**src/rtl/viterbi_pkg.sv**
```systemverilog
// Shared types and constants for the Viterbi decoder frame control path.
package viterbi_pkg;

  // Frame sequencer states.
  typedef enum logic [2:0] {
    IDLE  = 3'd0,
    INIT  = 3'd1,
    ACS   = 3'd2,
    TRACE = 3'd3,
    OUT   = 3'd4,
    DONE  = 3'd5
  } vit_state_t;

  // Initial path metrics: state 0 starts at zero, the other states start at the
  // worst value so the first decisions favour the all-zero encoder start.
  localparam logic [1:0] PM_INIT_S0 = 2'b00;
  localparam logic [1:0] PM_INIT_SX = 2'b11;

endpackage

```
**src/rtl/vit_mod_counter.sv**
```systemverilog
// Up/down address counter with synchronous load, enable and terminal-count flag.
// Terminal count is MAX when counting up and zero when counting down; the owner
// reloads the counter at the terminal count, so it never wraps.
module vit_mod_counter #(
  parameter int unsigned W   = 4,
  parameter int unsigned MAX = 15
) (
  input  logic         clk,
  input  logic         rst_n,
  input  logic         load,
  input  logic [W-1:0] load_val,
  input  logic         en,
  input  logic         up,
  output logic [W-1:0] cnt,
  output logic         tc
);

  localparam logic [W-1:0] MAX_V = W'(MAX);

  // Count register; load takes priority over enable.
  always_ff @(posedge clk or negedge rst_n) begin
    if (!rst_n) begin
      cnt <= '0;
    end else if (load) begin
      cnt <= load_val;
    end else if (en) begin
      cnt <= up ? (cnt + W'(1)) : (cnt - W'(1));
    end
  end

  // Terminal count in the active counting direction.
  assign tc = up ? (cnt == MAX_V) : (cnt == '0);

endmodule

```
**src/rtl/viterbi_frame_ctrl.sv**
```systemverilog
// Frame-level sequencer for the K=3 hard-decision Viterbi decoder: symbol intake,
// path-metric bank control, survivor write/read addressing and decoded-bit output.
module viterbi_frame_ctrl
  import viterbi_pkg::*;
#(
  parameter int unsigned FRAME_LEN = 16,
  parameter int unsigned ADDR_W    = $clog2(FRAME_LEN)
) (
  input  logic              i_clk,
  input  logic              i_rst_n,
  input  logic              i_start,
  input  logic              i_sym_valid,
  output logic              o_sym_ready,
  output logic              o_pm_init,
  output logic              o_pm_valid,
  output logic              o_sm_wr_en,
  output logic [ADDR_W-1:0] o_sm_wr_addr,
  output logic              o_tb_en,
  output logic              o_tb_first,
  output logic [ADDR_W-1:0] o_tb_addr,
  output logic              o_out_valid,
  input  logic              i_out_ready,
  output logic [ADDR_W-1:0] o_out_addr,
  output logic              o_out_last,
  output logic              o_busy,
  output logic              o_done
);

  localparam logic [ADDR_W-1:0] LAST_ADDR = ADDR_W'(FRAME_LEN - 1);

  vit_state_t state, state_nx;

  logic [ADDR_W-1:0] sym_cnt, tb_cnt, out_cnt;
  logic              sym_tc, tb_tc, out_tc;
  logic              sym_ld, sym_en;
  logic              tb_ld, tb_cnt_en;
  logic              out_ld, out_cnt_en;

  // Survivor write address: counts accepted symbols upward.
  vit_mod_counter #(.W(ADDR_W), .MAX(FRAME_LEN - 1)) u_sym_cnt (
    .clk      (i_clk),
    .rst_n    (i_rst_n),
    .load     (sym_ld),
    .load_val ('0),
    .en       (sym_en),
    .up       (1'b1),
    .cnt      (sym_cnt),
    .tc       (sym_tc)
  );

  // Traceback read address: walks the survivor memory newest to oldest.
  vit_mod_counter #(.W(ADDR_W), .MAX(FRAME_LEN - 1)) u_tb_cnt (
    .clk      (i_clk),
    .rst_n    (i_rst_n),
    .load     (tb_ld),
    .load_val (LAST_ADDR),
    .en       (tb_cnt_en),
    .up       (1'b0),
    .cnt      (tb_cnt),
    .tc       (tb_tc)
  );

  // Reversal buffer read address: advances on each output handshake.
  vit_mod_counter #(.W(ADDR_W), .MAX(FRAME_LEN - 1)) u_out_cnt (
    .clk      (i_clk),
    .rst_n    (i_rst_n),
    .load     (out_ld),
    .load_val ('0),
    .en       (out_cnt_en),
    .up       (1'b1),
    .cnt      (out_cnt),
    .tc       (out_tc)
  );

  // State register.
  always_ff @(posedge i_clk or negedge i_rst_n) begin
    if (!i_rst_n) begin
      state <= IDLE;
    end else begin
      state <= state_nx;
    end
  end

  // Next-state, counter control and output decode.
  always_comb begin
    state_nx     = state;
    sym_ld       = 1'b0;
    sym_en       = 1'b0;
    tb_ld        = 1'b0;
    tb_cnt_en    = 1'b0;
    out_ld       = 1'b0;
    out_cnt_en   = 1'b0;
    o_sym_ready  = 1'b0;
    o_pm_init    = 1'b0;
    o_pm_valid   = 1'b0;
    o_sm_wr_en   = 1'b0;
    o_sm_wr_addr = '0;
    o_tb_en      = 1'b0;
    o_tb_first   = 1'b0;
    o_tb_addr    = '0;
    o_out_valid  = 1'b0;
    o_out_addr   = '0;
    o_out_last   = 1'b0;
    o_busy       = (state != IDLE);
    o_done       = 1'b0;

    case (state)
      IDLE: begin
        if (i_start) begin
          state_nx = INIT;
        end
      end

      INIT: begin
        o_pm_init = 1'b1;
        o_pm_valid = 1'b1;
        sym_ld = 1'b1;
        state_nx = ACS;
      end

      ACS: begin
        o_sym_ready  = 1'b1;
        o_sm_wr_addr = sym_cnt;
        if (i_sym_valid) begin
          o_pm_valid = 1'b1;
          o_sm_wr_en = 1'b1;
          if (sym_tc) begin
            sym_ld   = 1'b1;
            tb_ld    = 1'b1;
            state_nx = TRACE;
          end else begin
            sym_en = 1'b1;
          end
        end
      end

      TRACE: begin
        o_tb_en    = 1'b1;
        o_tb_addr  = tb_cnt;
        o_tb_first = (tb_cnt == LAST_ADDR);
        if (tb_tc) begin
          out_ld   = 1'b1;
          state_nx = OUT;
        end else begin
          tb_cnt_en = 1'b1;
        end
      end

      OUT: begin
        o_out_valid = 1'b1;
        o_out_addr  = out_cnt;
        o_out_last  = out_tc;
        if (i_out_ready) begin
          if (out_tc) begin
            out_ld   = 1'b1;
            state_nx = DONE;
          end else begin
            out_cnt_en = 1'b1;
          end
        end
      end

      DONE: begin
        o_done   = 1'b1;
        state_nx = IDLE;
      end

      default: begin
        state_nx = IDLE;
      end
    endcase
  end

endmodule

```
**config.mk**
```make
export PLATFORM = sky130hd
export DESIGN_NAME = viterbi_frame_ctrl
export DESIGN_NICKNAME = d
export VERILOG_FILES = /design/src/rtl/viterbi_pkg.sv /design/src/rtl/vit_mod_counter.sv /design/src/rtl/viterbi_frame_ctrl.sv
export SDC_FILE = /design/constraint.sdc
export NUM_CORES = 1
export LEC_CHECK = 0
export BUFFER_PORTS_ARGS = -buffer_cell sky130_fd_sc_hd__buf_2
export CORE_MARGIN = 3
export CORE_UTILIZATION = 59
export DETAILED_ROUTE_END_ITERATION = 8
export PLACE_DENSITY = 0.85
export SYNTH_ARGS = -nofsm -noshare
export SYNTH_HDL_FRONTEND = slang
export SYNTH_HIERARCHICAL = 1
export SYNTH_SLANG_ARGS = --single-unit
```
**constraint.sdc**
```tcl
create_clock -name i_clk -period 6 [get_ports i_clk]
set_input_delay 0.6 -clock i_clk [delete_from_list [all_inputs] [get_ports i_clk]]
set_output_delay 0.6 -clock i_clk [all_outputs]
set_load 0.1 [all_outputs]
```
==> metrics, run 1 <==
Area growth syn-to-layout=18.1%; f_max=388 MHz; initial antenna violation count=0; CTS buffer count=3; clk buf depth=2; post-synthesis sequential area ratio=27.3%; Setup crit end=o_out_last; slew margin rel.=54.6%; mux contribution to synthesized area=4.37%; largest net degree at the start of global routing=16; CORE AREA=0.00208 mm2; CTS tree=done; vias in the first global route=1187; DR pass1 iterations=4; number of fill cells=162; reg2reg path depth=6; WP depth=4; Detailed Place HPWL=2.41 mm; Synth Area in Adders=9.84%; final wirelength=3.05 mm; Top FF cell, synth=dfrtp_1; final worst path period share=43.0%; GRT Util Overall=24.0%; Clock Latency Late Sink=0.27 ns; Final Hold Fails=0; Rows=16; Hold WC Path Type=primary input to asynchronous set/reset pin; compound-cell area share of the yosys netlist=15.7%; post-synthesis register bit count=15; Worst Skew=0.00482 ns; multi-input logic area=0.00104 mm2; Die Y=54.3 um; Port Buffers=26; Post-synth ARST share=100%; clock-pin slew on the worst setup and hold paths=0.08 ns; crit path DAT=1.98 ns; CP cell instances=nand4_1 > o21ai_0 > and3_1 > buf_2; Max FO, Critical Path=8; r2r endpoint=u_out_cnt/cnt[3]; Mapped Cells=156; DRC=0; H-tree depth=1; routed len/inst=13.0 um; # resized after CTS=0; Syn Area/Cell=8.81 um2; total grt overflow=0; Starting Density=66.0%; I/O pin total=27; post-CTS setup buffer count=0; startpoint types=flip-flop; delay-heaviest family, CP=flip-flops; RD Place Congestion=0.749; final net count=222; XOR/XNOR Fraction of Synth Area=3.83%; Die X-Extent=54.3 um; worst r2r src=u_tb_cnt/cnt[0]; Pins Over Slew Limit=0; CTS sink cnt=15; setup TNS=0 ns; Post-Synth Simple-Gate Area=33.4%; CP Class=flip-flop to output pin; final setup vio count=0; Yosys cell types=45; global-route wire length before repair=5.12 mm; actual slew at the worst max-slew pin=0.678 ns; FF-to-FF setup slack=3.59 ns; synthesized area=0.00137 mm2; status=finished, final reports clean; EDFF count, synth=0; Hold Buf Count CTS=0; ant diodes=0; CP bufs+invs=1; main combinational cell family by area after synthesis=simple AND/OR/NAND/NOR gates; FF+latch area=375 um2; slowest CP cell=dfrtp_1; worst path required time=5.40 ns; RSZ-0062 raised after global routing=no; max-cap viol count=0; DRT antenna net count=0; worst hold slack=0.213 ns; layout cell share with drive strength beyond 1=16.4%; area of the die=0.00294 mm2; crit path from=u_out_cnt/cnt[3]; synthesis warning total=6; fin crit period=2.58 ns; DRC violation total after the first TritonRoute iteration=37; routed via count=1275; crit path capture type=output pin; max incr delay on CP=0.52 ns; via/cell ratio=5.45; Root Buffer=clkbuf_4
## registers in the layout (all words and copies together), names as in the netlist
signal / count
u_out_cnt/cnt: 4
u_tb_cnt/cnt: 4
state: 3
u_sym_cnt/cnt: 4
## how the worst min path moves through the flow
stage / endpoint / slack (ns) / cells after the start
floorplan: state[0] / 0.30 / 0
global placement: u_tb_cnt/cnt[3] / 0.52 / 1
detailed placement: u_tb_cnt/cnt[3] / 0.52 / 1
CTS: u_tb_cnt/cnt[3] / 0.22 / 1
global route: u_tb_cnt/cnt[2] / 0.22 / 1
finish: u_tb_cnt/cnt[3] / 0.21 / 1
## worst register-to-register path: cells and delay by family, from the launching register on
family | cells | cell delay, ns
AOI/OAI and AO/OA | 3 | 0.95
DFF | 1 | 0.47
and+or+nand+nor | 3 | 0.88
## area by class of cell
type	instances	share of cell area, %
Inverter	5	1.16
Timing Repair Buffer	26	8.02
Multi-Input combinational cell	157	64.0
Tap cell	27	2.08
Sequential cell	15	23.1
Clock buffer	4	1.62
## cell usage after synthesis, drive strengths merged, types with 3 or more instances
library cell / n / share of area (%)
nor3b: 5 / 3.1
clkbuf: 3 / 0.82
o2bb2ai: 3 / 1.9
nor4bb: 3 / 2.2
ha: 6 / 5.5
nor2: 9 / 2.5
a22oi: 3 / 1.6
inv: 5 / 1.4
dfrtp: 15 / 27
fa: 3 / 4.4
xor2: 3 / 1.9
mux2i: 6 / 4.4
o21ai: 13 / 4.7
a21oi: 3 / 1.1
buf: 5 / 2.8
and3: 9 / 4.1
nand3: 9 / 3.6
nand2: 12 / 3.3
xnor2: 3 / 1.9
and2: 8 / 3.6
a21o: 3 / 1.6
and3b: 3 / 2.0
## cell families (layout without fill, tap and decap cells)
kind of cell,after synthesis,after routing
compound gates,32,32
xor+xnor,6,6
fa+ha+maj,9,9
buf+inv,13,35
flops,15,15
mux,6,6
other cells,2,31
simple gates,73,73
## placed cells by master, fill, tap and decap left out, types with 3 or more instances in the layout
cell type	netlist	layout
a22oi_1	3	3
xor2_1	3	3
ha_1	6	6
dfrtp_1	15	15
nand3_1	8	8
o21ai_0	11	11
inv_1	5	5
fa_1	3	3
buf_2	1	26
nand2_1	12	12
conb_1	2	31
nor4bb_1	3	3
and3_1	9	9
clkbuf_4	0	3
nor3b_1	4	4
a21oi_1	3	3
mux2i_1	6	6
a21o_1	3	3
nor2_1	9	9
and2_1	8	8
xnor2_1	3	3
o2bb2ai_1	3	3
## per-layer routing
metal | wire length, um | part of all wire, % | track usage [%]
met2 | 1470 | 48 | 42.2
met3 | 167 | 5.5 | 5.45
met1 | 1400 | 46 | 30.0
met5 | 0 | 0 | 0
met4 | 10 | 0.33 | 4.15
## metrics by stage
step                instance area (um2)  util [%]  setup slack (ns)  cells
finish                             1620      77.9              3.42    234
global placement                   1600      76.7              3.76    230
floorplan                          1480         -              2.31    185
detailed placement                 1600      76.7              3.61    230
CTS                                1620      77.9              3.41    234
global route                       1620      77.9              3.28    234
Power of run 1 is not shown: default switching activity piles up to over one toggle a cycle in this logic, so the estimate is an artifact.
==> inputs of run 2 (changes only) <==
--- a/config.mk
+++ b/config.mk
@@ -7,9 +7,9 @@
 export LEC_CHECK = 0
 export BUFFER_PORTS_ARGS = -buffer_cell sky130_fd_sc_hd__buf_2
 export CORE_MARGIN = 3
-export CORE_UTILIZATION = 59
+export CORE_UTILIZATION = 49
 export DETAILED_ROUTE_END_ITERATION = 8
-export PLACE_DENSITY = 0.85
+export PLACE_DENSITY = 0.75
 export SYNTH_ARGS = -nofsm -noshare
 export SYNTH_HDL_FRONTEND = slang
 export SYNTH_HIERARCHICAL = 1
==> constraint.sdc (replaced) <==
create_clock -name i_clk -period 2.3 [get_ports i_clk]
set_input_delay 0.23 -clock i_clk [delete_from_list [all_inputs] [get_ports i_clk]]
set_output_delay 0.23 -clock i_clk [all_outputs]
set_load 0.1 [all_outputs]
==> metrics, run 2 (synthesis gave the netlist of run 1 again) <==
CP cell instances=and3b_1 > and2_2 > and4_4 > buf_2; clock-pin slew on the worst setup and hold paths=0.09 ns (about the same); RSZ-0062 raised after global routing=no; DRT antenna net count=0 (unchanged); most frequent cells in the layout=31 x conb_1, 26 x buf_2, 13 x dfrtp_1; Finished Cell Area=0.00174 mm2 (+7.0%); vias in the first global route=1254 (+5.6%); Pins Over Slew Limit=0 (unchanged); final net count=231 (+4.1%); Placed Cells incl. Taps=241 (+4.8%); Worst Skew=0.00680 ns (+0.00198 ns); Die X-Extent=59.0 um (+8.7%); number of fill cells=215 (+33%); Max FO, Critical Path=8 (unchanged); DRC=0 (unchanged); CTS sink cnt=15 (unchanged); status=finished, final reports clean; initial antenna violation count=0 (unchanged); setup TNS=0 ns (unchanged); final setup vio count=0 (unchanged); Starting Density=53.5% (-12 points); met1 Use GR=27.7% (-2.3 points); total grt overflow=0 (unchanged); H-tree depth=1 (unchanged); routed len/inst=12.3 um (-5.5%); max incr delay on CP=0.46 ns (-0.06 ns); Root Buffer=clkbuf_4; CTS tree=done; # resized after CTS=0 (unchanged); slew margin rel.=64.9% (+10 points); startpoint types=flip-flop; commonest non-fill, non-tap cell in the layout=conb_1; CP Class=flip-flop to output pin; area of the die=0.00348 mm2 (+18%); routed via count=1292 (+1.3%); utilization after layout=67.6% (-10 points); GRT Util Overall=20.4% (-3.5 points); I/O pin total=27 (unchanged); DRC violation total after the first TritonRoute iteration=54 (+46%); Hold WC Path Type=primary input to flip-flop; crit path capture type=output pin; met2 usage=33.9% (-8.3 points); RD Place Congestion=0.877 (+17%); actual slew at the worst max-slew pin=0.525 ns (-0.154 ns); final worst path period share=94.6%; max-cap viol count=0 (unchanged); clk buf depth=2 (unchanged); CORE AREA=0.00257 mm2 (+23%); layout cell share with drive strength beyond 1=25.5% (+9.0 points); Detailed Place HPWL=2.41 mm (+0.14%); final wirelength=3.03 mm (-0.62%); ant diodes=0 (unchanged); Port Buffers=26 (unchanged); Area growth syn-to-layout=26.4%; Die Y=59.0 um (+8.7%); slowest CP cell=dfrtp_1; Final Hold Fails=0 (unchanged); FF+latch area=378 um2 (+0.67%); post-placement cell area=0.00170 mm2 (+6.4%); CTS buffer count=3 (unchanged); Clock Latency Late Sink=0.28 ns (about the same); multi-input logic area=0.00107 mm2 (+3.1%); final std cells w/o fill=246 (+5.1%); layer with the highest usage=met2; largest net degree at the start of global routing=16 (unchanged); fin crit period=2.18 ns; biggest regs=u_out_cnt/cnt x4, u_sym_cnt/cnt x4, u_tb_cnt/cnt x4; via/cell ratio=5.25 (-3.6%); Rows=18 (+2); global-route wire length before repair=5.54 mm (+8.2%); post-CTS setup buffer count=0 (unchanged); worst path required time=2.07 ns (-3.33 ns); DR pass1 iterations=4 (unchanged); met3 Use GR=2.41% (-3.0 points); f_max=460 MHz; crit path DAT=1.95 ns (-0.03 ns)
-- run 2: routing by layer --
metal / wire [um] / vias up
li1: - / 658
met1: 1410 / 597
met2: 1420 / 35
met3: 180 / 2
met4: 15 / 0
met5: 0 / -
-- run 2: worst max-delay path, delay by kind of cell (launching register included) --
kind / cells / cell delay, ns
flops: 1 / 0.46
simple gates: 3 / 0.79
buf+inv: 1 / 0.41
-- run 2: per-stage QoR --
step	setup WS (ns)	hold slack [ns]
2_1_floorplan	-0.135	-0.0656
3_3_place_gp	0.306	0.156
3_5_place_dp	0.225	0.159
4_1_cts	0.103	0.216
5_1_grt	0.0178	0.218
6_report	0.125	0.227
-- run 2: timing repair --
action	4_1_cts	5_1_grt
endpoints found under the hold margin	15	0
setup endpoints to repair	0	0
hold buffers	1	0
-- run 2: worst paths after layout --
| kind | from | end | slack (ns) | cells past startpoint |
|---|---|---|---|---|
| setup reg to reg | u_sym_cnt/cnt[0] | u_tb_cnt/cnt[3] | 0.20 | 7 |
| hold / removal | i_start | state[0] | 0.23 | 3 |
| hold reg to reg | u_sym_cnt/cnt[3] | u_sym_cnt/cnt[3] | 0.68 | 3 |
| min in group asynchronous | i_rst_n | u_out_cnt/cnt[3] | 0.38 | 2 |
| max in group asynchronous | i_rst_n | state[1] | 1.64 | 2 |
| setup / recovery | state[2] | o_tb_first | 0.12 | 4 |
-- run 2: area by class of cell --
class	instances	area share [%]
clock inverter	1	0.288
sequential	15	21.8
multi-input combinational	157	61.7
clock buffer	3	1.30
inverter	5	1.30
tap	30	2.16
timing repair buffer	35	11.5
Power of run 2 is left out for the same reason.
==> inputs of run 3 (changes only) <==
--- a/config.mk
+++ b/config.mk
@@ -10,6 +10,7 @@
 export CORE_UTILIZATION = 49
 export DETAILED_ROUTE_END_ITERATION = 8
 export PLACE_DENSITY = 0.75
+export REMOVE_ABC_BUFFERS = 1
 export SYNTH_ARGS = -nofsm -noshare
 export SYNTH_HDL_FRONTEND = slang
 export SYNTH_HIERARCHICAL = 1
==> constraint.sdc (replaced) <==
create_clock -name i_clk -period 2.3 [get_ports i_clk]
set_input_delay 0.23 -clock i_clk [delete_from_list [all_inputs] [get_ports i_clk]]
set_output_delay 0.23 -clock i_clk [all_outputs]
set_load 0.02 [all_outputs]
==> metrics, run 3 (synthesis gave the netlist of run 1 again) <==
status=finished, final reports clean; Pwr per Cell Area=1170 mW/mm2; initial antenna violation count=0 (unchanged); via/cell ratio=5.26 (about the same); f_max=468 MHz (+1.9%); H-tree depth=1 (unchanged); final setup vio count=0 (unchanged); met1 Use GR=27.1% (-0.57 points); Hold WC Path Type=primary input to flip-flop; slew margin rel.=66.1% (+1.2 points); met2 usage=31.1% (-2.8 points); Rows=18 (unchanged); FF-to-FF setup slack=0.16 ns (-0.04 ns); layer with the highest usage=met2; area of the die=0.00348 mm2 (unchanged); most frequent cells in the layout=31 x conb_1, 26 x buf_2, 15 x dfrtp_1; DRC=0 (unchanged); clock-pin slew on the worst setup and hold paths=0.09 ns (about the same); DRC violation total after the first TritonRoute iteration=68 (+26%); setup TNS=0 ns (unchanged); CP Class=flip-flop to flip-flop; # resized after CTS=0 (unchanged); RSZ-0062 raised after global routing=no; routed len/inst=12.3 um (+0.15%); startpoint types=flip-flop; CTS buffer count=3 (unchanged); fin crit period=2.14 ns (-0.0397 ns); Starting Density=53.5% (unchanged); Detailed Place HPWL=2.41 mm (about the same); crit path capture type=flip-flop; RD Place Congestion=0.860 (-2.0%); final net count=232 (+0.43%); actual slew at the worst max-slew pin=0.507 ns (-0.0173 ns); Port Buffers=26 (unchanged); I/O pin total=27 (unchanged); met3 Use GR=2.41% (unchanged); ant diodes=0 (unchanged); worst path required time=2.52 ns (+0.45 ns); Die X-Extent=59.0 um (unchanged); total grt overflow=0 (unchanged); Worst Skew=0.00137 ns (-0.00543 ns); largest net degree at the start of global routing=16 (unchanged); Root Buffer=clkbuf_4; DR pass1 iterations=5 (+1); Area growth syn-to-layout=24.0%; biggest regs=u_out_cnt/cnt x4, u_sym_cnt/cnt x4, u_tb_cnt/cnt x4; max-cap viol count=0 (unchanged); DRT antenna net count=0 (unchanged); routed via count=1298 (+0.46%); Pleak=0.859 nW; Pins Over Slew Limit=0 (unchanged); Clock Latency Late Sink=0.28 ns (about the same); layout cell share with drive strength beyond 1=19.8% (-5.6 points); Total Power=1.99 mW; final wirelength=3.05 mm (+0.56%); global-route wire length before repair=5.28 mm (-4.7%); final worst path period share=92.8% (-1.7 points); CTS sink cnt=15 (unchanged); worst vdd ir=1.04 mV; vias in the first global route=1242 (-0.96%); GRT Util Overall=19.6% (-0.84 points); Max FO, Critical Path=8 (unchanged); CTS tree=done; clk buf depth=2 (unchanged); CORE AREA=0.00257 mm2 (unchanged); Die Y=59.0 um (unchanged); crit path DAT=2.36 ns (+0.41 ns); Final Hold Fails=0 (unchanged); commonest non-fill, non-tap cell in the layout=conb_1
## run 3: cell types whose count changed in the layout (fill, tap and decap cells not counted), moves of 2 or more
cell,delta
and2_1,+5
and2_2,-5
dfrtp_1,+2
dfrtp_2,-2
## run 3: critical path, cell delays in order, from the launching register on
cell and delay, ns:
dfrtp_1 0.49, and3b_1 0.33, nor2b_1 0.41, or4b_1 0.47, a221o_1 0.30, nand3_1 0.08
## run 3: timing repair
item,in CTS,in global routing
hold buffers,1,0
setup buffers,0,0
setup endpoints to repair,0,0
hold endpoints to repair,15,0
## run 3: final cells by class
cell class	count	area, um2
clock buffers	4	26.3
fillers	229	863
inverters	5	18.8
multi-input cells	157	1040
flip-flops and latches	15	375
well taps	30	37.5
repair buffers	36	208
## run 3: worst paths after layout
path	end	startpoint	cells past startpoint
setup / recovery	u_tb_cnt/cnt[3]	state[0]	5
hold reg to reg	u_tb_cnt/cnt[3]	u_tb_cnt/cnt[3]	3
setup reg to reg	u_tb_cnt/cnt[3]	state[0]	5
hold / removal	state[0]	i_start	3
min in group asynchronous	u_tb_cnt/cnt[3]	i_rst_n	2
max in group asynchronous	u_sym_cnt/cnt[3]	i_rst_n	2
## run 3: per-layer routing
layer / part of all wire [%] / vias up
li1: - / 661
met1: 49 / 594
met2: 44 / 39
met3: 5.8 / 4
met4: 1.2 / 0
met5: 0 / -
## run 3: stage by stage
| stage | std cells | worst slack [ns] | hold slack, ns | util [%] | instance area [um2] |
|---|---|---|---|---|---|
| floorplan | 177 | 0.115 | -0.0656 | - | 1430 |
| global placement | 242 | 0.248 | 0.160 | 65.0 | 1670 |
| detailed placement | 242 | 0.199 | 0.161 | 65.0 | 1670 |
| CTS | 247 | 0.165 | 0.209 | 66.4 | 1700 |
| global route | 247 | 0.0514 | 0.222 | 66.4 | 1700 |
| finish | 247 | 0.165 | 0.221 | 66.4 | 1700 |
## run 3: report_power, final
group | total (mW) | switching [mW] | internal, mW
registers | 0.564 | 0.175 | 0.389
clock network | 0.155 | 0.0882 | 0.0673
logic | 1.27 | 0.700 | 0.572
total | 1.99 | 0.962 | 1.03
No activity file was read; power rests on OpenSTA's default activity.
